File: src/rtl/key_led_ctrl.sv
// key_led_ctrl: single-key LED mode controller.
// The raw key is synchronised, debounced and edge-detected; each accepted
// press steps the mode OFF -> ON -> SLOW -> FAST -> OFF, and the LED is driven
// from the mode and a free-running blink timer.
module key_led_ctrl #(
  parameter int CNT_DEBOUNCE = 1_000_000,
  parameter int SLOW_HALF    = 25_000_000,
  parameter int FAST_HALF    = 5_000_000
) (
  input  logic       sys_clk,
  input  logic       sys_rst_n,
  input  logic       key,
  output logic       led,
  output logic [1:0] mode,
  output logic       key_flag
);

  localparam int DW = $clog2(CNT_DEBOUNCE);
  localparam int BW = $clog2(SLOW_HALF);

  localparam logic [DW-1:0] DB_LAST   = DW'(CNT_DEBOUNCE - 1);
  localparam logic [BW-1:0] SLOW_LAST = BW'(SLOW_HALF - 1);
  localparam logic [BW-1:0] FAST_LAST = BW'(FAST_HALF - 1);

  typedef enum logic [1:0] {
    MODE_OFF  = 2'd0,
    MODE_ON   = 2'd1,
    MODE_SLOW = 2'd2,
    MODE_FAST = 2'd3
  } mode_t;

  logic          key_p0;
  logic          key_p1;
  logic          key_stable;
  logic [DW-1:0] db_cnt;
  mode_t         state;
  logic [BW-1:0] blink_cnt;
  logic          phase;

  // Terminal count of the blink timer for the current blink mode.
  function automatic logic [BW-1:0] half_last(input mode_t m);
    return (m == MODE_FAST) ? FAST_LAST : SLOW_LAST;
  endfunction

  assign mode = state;

  // Two-flop synchroniser for the asynchronous key pin; idles released.
  always_ff @(posedge sys_clk) begin
    if (!sys_rst_n) begin
      key_p0 <= 1'b1;
      key_p1 <= 1'b1;
    end else begin
      key_p0 <= key;
      key_p1 <= key_p0;
    end
  end

  // Debounce: accept a new level after it holds for CNT_DEBOUNCE cycles and
  // pulse key_flag only on the accepted released->pressed transition.
  always_ff @(posedge sys_clk) begin
    if (!sys_rst_n) begin
      key_stable <= 1'b1;
      db_cnt     <= '0;
      key_flag   <= 1'b0;
    end else begin
      key_flag <= 1'b0;
      if (key_p1 == key_stable) begin
        db_cnt <= '0;
      end else if (db_cnt == DB_LAST) begin
        key_stable <= key_p1;
        db_cnt     <= '0;
        key_flag   <= key_stable;
      end else begin
        db_cnt <= db_cnt + 1'b1;
      end
    end
  end

  // Mode FSM: every press advances one mode, wrapping FAST back to OFF.
  always_ff @(posedge sys_clk) begin
    if (!sys_rst_n) begin
      state <= MODE_OFF;
    end else if (key_flag) begin
      state <= mode_t'(state + 2'd1);
    end
  end

  // Blink timer: restarts lit on every mode change, which overrides a wrap
  // landing on the same edge; idles at count 0, phase 1 outside blink modes.
  always_ff @(posedge sys_clk) begin
    if (!sys_rst_n) begin
      blink_cnt <= '0;
      phase     <= 1'b1;
    end else if (key_flag) begin
      blink_cnt <= '0;
      phase     <= 1'b1;
    end else if (state == MODE_SLOW || state == MODE_FAST) begin
      if (blink_cnt == half_last(state)) begin
        blink_cnt <= '0;
        phase     <= ~phase;
      end else begin
        blink_cnt <= blink_cnt + 1'b1;
      end
    end else begin
      blink_cnt <= '0;
      phase     <= 1'b1;
    end
  end

  // Registered LED drive from the current mode and blink phase.
  always_ff @(posedge sys_clk) begin
    if (!sys_rst_n) begin
      led <= 1'b0;
    end else begin
      unique case (state)
        MODE_OFF: led <= 1'b0;
        MODE_ON:  led <= 1'b1;
        default:  led <= phase;
      endcase
    end
  end

endmodule

File: config.mk
export PLATFORM = sky130hd
export DESIGN_NAME = key_led_ctrl
export DESIGN_NICKNAME = d
export VERILOG_FILES = /design/src/rtl/key_led_ctrl.sv
export SDC_FILE = /design/constraint.sdc
export NUM_CORES = 1
export LEC_CHECK = 0
export BUFFER_PORTS_ARGS = -buffer_cell sky130_fd_sc_hd__buf_2
export CELL_PAD_IN_SITES_DETAIL_PLACEMENT = 0
export CELL_PAD_IN_SITES_GLOBAL_PLACEMENT = 1
export CORE_MARGIN = 4
export CORE_UTILIZATION = 47
export DETAILED_ROUTE_END_ITERATION = 10
export PLACE_DENSITY = 0.8
export RECOVER_POWER = 25
export SYNTH_ARGS = -nofsm -noshare
export SYNTH_HDL_FRONTEND = slang
export SYNTH_SLANG_ARGS = --single-unit
File: constraint.sdc
create_clock -name sys_clk -period 2.35 [get_ports sys_clk]
set_input_delay 0.47 -clock sys_clk [delete_from_list [all_inputs] [get_ports sys_clk]]
set_output_delay 0.47 -clock sys_clk [all_outputs]
set_load 0.01 [all_outputs]
==> results of run 1 <==
-- synthesized netlist by cell type (3+ instances only) --
| cell type | number | share of area [%] |
|---|---|---|
| dfxtp_1 | 53 | 43 |
| nand3_1 | 18 | 3.6 |
| xor2_1 | 18 | 6.4 |
| nor2_1 | 17 | 2.6 |
| nor3_1 | 15 | 3.0 |
| nand4_1 | 13 | 3.3 |
| or3_1 | 13 | 3.3 |
| o21ai_0 | 12 | 2.4 |
| inv_1 | 10 | 1.5 |
| nand2_1 | 10 | 1.5 |
| a21oi_1 | 9 | 1.8 |
| xnor2_1 | 8 | 2.8 |
| a211oi_1 | 7 | 2.1 |
| and3_1 | 6 | 1.5 |
| o31ai_1 | 6 | 1.8 |
| or4_1 | 6 | 1.8 |
| and4_1 | 5 | 1.8 |
| clkbuf_1 | 5 | 0.76 |
| ha_1 | 4 | 2.0 |
| nor4b_1 | 4 | 1.4 |
| and2_1 | 3 | 0.76 |
| buf_2 | 3 | 0.61 |
| nor4_1 | 3 | 0.76 |
-- sequential cells by signal, indices dropped and copies added (netlist names) --
register    flops
blink_cnt      25
phase           1
db_cnt         20
mode            2
key_p0          1
key_flag        1
key_stable      1
led             1
key_p1          1
-- power by group --
group          internal (mW)  leakage (nW)  switching, mW  total [mW]
Combinational        0.00329         0.316        0.00595     0.00924
Sequential             0.899         0.427        0.00115       0.901
Clock                  0.206        0.0402          0.297       0.503
-- metal layers --
metal / track usage, % / share of wire [%]
met5: 0 / 0
met4: 6.08 / 1.7
met3: 3.03 / 1.9
met2: 26.9 / 47
met1: 19.3 / 49
-- cell type report --
| class | instances | area [sq um] | area share, % |
|---|---|---|---|
| Clock buffer | 5 | 68.8 | 2.61 |
| Timing Repair Buffer | 11 | 55.1 | 2.09 |
| Inverter | 10 | 37.5 | 1.42 |
| Sequential cell | 53 | 1060 | 40.2 |
| Multi-Input combinational cell | 197 | 1310 | 49.7 |
| Clock inverter | 2 | 16.3 | 0.616 |
| Tap cell | 70 | 87.6 | 3.32 |
-- worst max-delay path by stage --
stage	from	end	slack (ns)	cells past startpoint
floorplan	mode[0]$_SDFFE_PN0P_	blink_cnt[10]$_SDFF_PP0_	0.34	6
global placement	mode[1]$_SDFFE_PN0P_	blink_cnt[1]$_SDFF_PP0_	0.34	6
detailed placement	mode[0]$_SDFFE_PN0P_	blink_cnt[12]$_SDFF_PP0_	0.30	6
CTS	mode[0]$_SDFFE_PN0P_	blink_cnt[17]$_SDFF_PP0_	0.28	6
global route	mode[0]$_SDFFE_PN0P_	blink_cnt[7]$_SDFF_PP0_	0.12	6
finish	mode[0]$_SDFFE_PN0P_	blink_cnt[12]$_SDFF_PP0_	0.25	6
-- cell families (layout without fill, tap and decap cells) --
group | after synthesis | count (layout) | share of synthesized area [%]
and+or+nand+nor | 123 | 123 | 28.9
xor gates and xnor gates | 26 | 26 | 9.19
muxes | 2 | 2 | 0.808
buffers and inverters | 22 | 28 | 4.19
DFF | 53 | 53 | 42.8
adders and majority gates | 4 | 4 | 2.02
AOI/OAI and AO/OA | 42 | 42 | 12.0
-- through the flow --
step           cell area [sq um]  setup WS (ns)  utilization (%)  hold slack [ns]
2_1_floorplan               2480          0.335                -            0.386
3_3_place_gp                2570          0.345             50.2            0.392
3_5_place_dp                2570          0.296             50.2            0.402
4_1_cts                     2650          0.276             51.9            0.334
5_1_grt                     2640          0.119             51.7            0.349
6_report                    2640          0.253             51.7            0.340
==> impl_metrics.tcl, run 1 <==
set metrics [dict create \
    synth_area_sq_um 2480 \
    postSynthCellCount 272 \
    setup_tns_ns 0 \
    fp.dieH_um 80.6 \
    firstDrtPassIters 4 \
    crit_path_cell_trace "ha_1 -> nand4bb_1 -> or3_1 -> a2111oi_4 -> buf_4 -> nor3_1" \
    die-area_sq_um 6500 \
    num_rows 26 \
    hpwl_um 3130 \
    drt_iter0_markers 112 \
    clkLatencyLatePin_ns 0.31 \
    hold_path_end "key_p0$_SDFF_PN1_" \
    vias 1940 \
    cts_buffer_depth 2 \
    layout_common_cells "dfxtp_1, nand3_1, xor2_1" \
    ioPinCount 7 \
    rsz0062_at_grt "no" \
    cts_buffers 5 \
    synth-warning-count 0 \
    hold_path.startpoint "key" \
    post_cts_buffers 0 \
    syn_to_final_growth_pct 6.52 \
    cp-end-kind "register" \
    avgRoutedWirePerCell_um 13.1 \
    maxCapViolCount 0 \
    powerDensity_nw_per_um2 535 \
    synth.avg_cell_area_sq_um 9.11 \
    diodes 0 \
    fill_cells 517 \
    post-route-drc-count 0 \
    ys_ff_latch 53 \
    finClkSkew_ns 0.00713 \
    grt_max_degree 25 \
    viasPerCell 5.57 \
    r2r_setup_slack_ns 0.25 \
    cpPeakStageDelay_ns 0.38 \
    min_path_cells 2 \
    cts-root-buf "clkbuf_8" \
    seq_area_frac_synth_pct 42.8 \
    path_class "reg2reg" \
    drive_gt1_share_pct 6.83 \
    grt_pass1_wl_um 8090 \
    placed_cells 341 \
    globalRouteTotalUtil_pct 15.7 \
    holdBufCountCts 0 \
    grt_pass1_vias 1798 \
    final_nets 285 \
    cp_slowest_cell "or3_1" \
    initial_core_util_pct 48.5 \
    p_leak_nw 0.783 \
    synthDistinctLibCells 42 \
    antenna_found_initial 0 \
    fp.dieW_um 80.6 \
    slew_headroom_pct 54.6 \
    required_ns 2.52 \
    clk_pin_slew_ns 0.09 \
    final_common_cell "dfxtp_1" \
    cp-start-kind "register" \
    cts.repair.resized 0 \
    ir_worst_vdd_uv 347 \
    hold_class "in2reg" \
    reg2regPathDepth 6 \
    arrival_ns 2.26 \
    crit_family "simple AND/OR/NAND/NOR gates" \
    r2r_start "mode[0]$_SDFFE_PN0P_" \
    io_buffers 6 \
    async_flop_share_pct 0 \
    slew_viol_final 0 \
    syn_nets 279 \
    routabilityCongestion 0.728 \
    setup_violations 0 \
    power.total_mw 1.41 \
    worst_pin_slew_ns 0.681 \
    fin_crit_sh_pct 89.2 \
    r2r-end "blink_cnt[12]$_SDFF_PP0_" \
    globalRouteOverflowTotal 0 \
    synth_edf_count 0 \
    ys.flop_type "dfxtp_1" \
    htreeDepth 2 \
    fmax_mhz 477 \
    status "finished clean" \
    coreArea_sq_um 5110 \
    cp_max_fo 24 \
    finalHoldViolCount 0 \
    ant_nets 0 \
    final_cells 348 \
    clkSinkCount 53 \
    fin_crit_ns 2.10 \
    cts_tree "done" \
    drt_wl_total_um 4570 \
    cp_num_buf_inv 1 \
]
(Power assumes the default switching activity.)
==> run 2, diff against run 1 <==
Settings changed: ABC_AREA from default to 1, CAP_MARGIN from default to 40, CORE_UTILIZATION 47 to 45, PLACE_DENSITY 0.8 to 0.82.
==> run 2 against run 1 <==
  * Global-route usage up 0.42 points
  * Clock power up 44%
  * Flip-flop and latch count unchanged
  * Hold slack better by 0.0032 ns
  * Clock-buffer cell count unchanged
  * Clock skew about the same
  * Sequential power about the same
  * Critical path type unchanged
  * Highest routed layer unchanged
==> impl_metrics.tcl, run 2 <==
set metrics [dict create \
    die-area_sq_um 7140 \
    crit_path_cell_trace "ha_1 -> inv_1 -> nor2_1 -> nand2_1 -> nand2_1 -> nand2_1 -> nor2_1 -> nand2_2 -> nand2_4 -> nor2_1" \
    synth_area_sq_um 2630 \
    arrival_ns 1.90 \
    grt_pass1_vias 2213 \
    final_common_cell "nand2_1" \
    fp.dieW_um 84.5 \
    ys_ff_latch 53 \
    fp.dieH_um 84.5 \
    fmax_mhz 587 \
    synth_top_area_share_pct 40.3 \
    ys.flop_type "dfxtp_1" \
    final_nets 397 \
    cts_buffer_depth 2 \
    fin_crit_sh_pct 72.5 \
    avgRoutedWirePerCell_um 11.3 \
    slew_headroom_pct 68.5 \
    synth_common_cells "nand2_1, nor2_1, dfxtp_1" \
    async_flop_share_pct 0 \
    drt_iter0_markers 108 \
    drive_gt1_share_pct 5.63 \
    post-route-drc-count 0 \
    fin_crit_ns 1.70 \
    synthTopCellsByArea "dfxtp_1, nand2_1, nor2_1" \
    vias 2235 \
    seq_area_frac_synth_pct 40.3 \
    io_buffers 6 \
    ioPinCount 7 \
    firstDrtPassIters 4 \
    layout_common_cells "nand2_1, nor2_1, dfxtp_1" \
    yosysTopAreaCell "dfxtp_1" \
    r2r_setup_slack_ns 0.65 \
    synth_most_common_cell "nand2_1" \
    synthDistinctLibCells 25 \
    regMostFlops "blink_cnt" \
    routabilityCongestion 0.777 \
    cp_slowest_cell "dfxtp_1" \
    clkSinkCount 53 \
    cp_num_buf_inv 1 \
    syn_nets 387 \
    globalRouteOverflowTotal 0 \
    path_class "reg2reg" \
    clkLatencyLatePin_ns 0.30 \
    grt_pass1_wl_um 9580 \
    setup_tns_ns 0 \
    r2r_start "mode[1]$_SDFFE_PN0P_" \
    hold_path_end "key_p0$_SDFF_PN1_" \
    holdBufCountCts 0 \
    globalRouteTotalUtil_pct 16.1 \
    hpwl_um 3950 \
    ant_nets 0 \
    postSynthCellCount 380 \
    reg2regPathDepth 10 \
    synth.avg_cell_area_sq_um 6.93 \
    rsz0062_at_grt "no" \
    cp-end-kind "register" \
    post_cts_buffers 0 \
    viasPerCell 4.83 \
    final.setup.worst_slack_ns 0.645 \
    cp-start-kind "register" \
    fill_cells 626 \
    hold_class "in2reg" \
    synth-warning-count 0 \
    cp_max_fo 25 \
    place_ws_ns 0.661 \
    grt_max_degree 26 \
    maxCapViolCount 0 \
    p_leak_nw 0.902 \
    largest_register_ff_count 25 \
    synth_edf_count 0 \
    status "finished clean" \
    coreArea_sq_um 5610 \
    cts_buffers 5 \
    syn_to_final_growth_pct 8.17 \
    setup_violations 0 \
    cts.repair.resized 0 \
    powerDensity_nw_per_um2 574 \
    initial_core_util_pct 47.0 \
    drt_wl_total_um 5210 \
    cts-root-buf "clkbuf_8" \
    hold_path.startpoint "key" \
    cpPeakStageDelay_ns 0.43 \
    finalHoldViolCount 0 \
    num_rows 27 \
    htreeDepth 2 \
    r2r-end "blink_cnt[14]$_SDFF_PP0_" \
    clk_pin_slew_ns 0.10 \
    finClkSkew_ns 0.00687 \
    slew_viol_final 0 \
    crit_family "simple AND/OR/NAND/NOR gates" \
    min_path_cells 2 \
    diodes 0 \
    required_ns 2.54 \
    ir_worst_vdd_uv 312 \
    worst_pin_slew_ns 0.469 \
    cts_tree "done" \
    antenna_found_initial 0 \
    worst_hold_slack_ns 0.344 \
]
-- run 2: routing by layer --
layer	part of all wire, %	up-vias	global-route usage, %	routed length, um
li1	-	1204	-	-
met1	49	1007	19.5	2560
met2	47	17	28.8	2460
met3	2.2	7	3.34	113
met4	1.4	0	4.46	75
met5	0	-	0	0
-- run 2: final cells by class --
type                            instances  area (sq um)  area share (%)
Sequential cell                        53          1060            37.2
Tap cell                               72          90.1            3.16
Clock buffer                            5          68.8            2.42
Inverter                               40           150            5.27
Clock inverter                          3          65.1            2.28
Timing Repair Buffer                    7          31.3            1.10
Multi-Input combinational cell        283          1380            48.5
-- run 2: worst max-delay path by stage --
stage,startpoint,end,slack [ns],cells past startpoint
detailed placement,mode[0]$_SDFFE_PN0P_,blink_cnt[14]$_SDFF_PP0_,0.66,10
global route,db_cnt[0]$_SDFF_PP0_,db_cnt[17]$_SDFF_PP0_,0.40,9
floorplan,mode[1]$_SDFFE_PN0P_,blink_cnt[18]$_SDFF_PP0_,0.82,11
global placement,mode[0]$_SDFFE_PN0P_,blink_cnt[13]$_SDFF_PP0_,0.68,10
CTS,mode[0]$_SDFFE_PN0P_,blink_cnt[14]$_SDFF_PP0_,0.64,10
finish,mode[1]$_SDFFE_PN0P_,blink_cnt[14]$_SDFF_PP0_,0.65,10
-- run 2: power breakdown --
part | internal (mW) | switching [mW] | leakage, nW
registers | 0.899 | 0.000992 | 0.427
logic | 0.00348 | 0.00628 | 0.406
clock network | 0.423 | 0.301 | 0.0681
total | 1.33 | 0.309 | 0.902
-- run 2: through the flow --
step	cell area (sq um)	cells	power (mW)	util (%)
floorplan	2630	380	0.928	-
global placement	2720	455	0.932	48.6
detailed placement	2720	455	0.931	48.6
CTS	2860	463	1.66	51.0
global route	2850	463	1.70	50.8
finish	2850	463	1.63	50.8
-- run 2: logic make-up (layout without fill, tap and decap cells) --
family                   after synthesis  in the layout  share of synthesized area [%]
AND/OR/NAND/NOR                      237            237                           38.9
XOR/XNOR                              25             25                           8.31
AO/OA/AOI/OAI                         17             17                           3.52
flip-flops                            53             53                           40.3
adder cells (fa/ha/maj)                4              4                           1.90
buffers and inverters                 44             55                           7.13
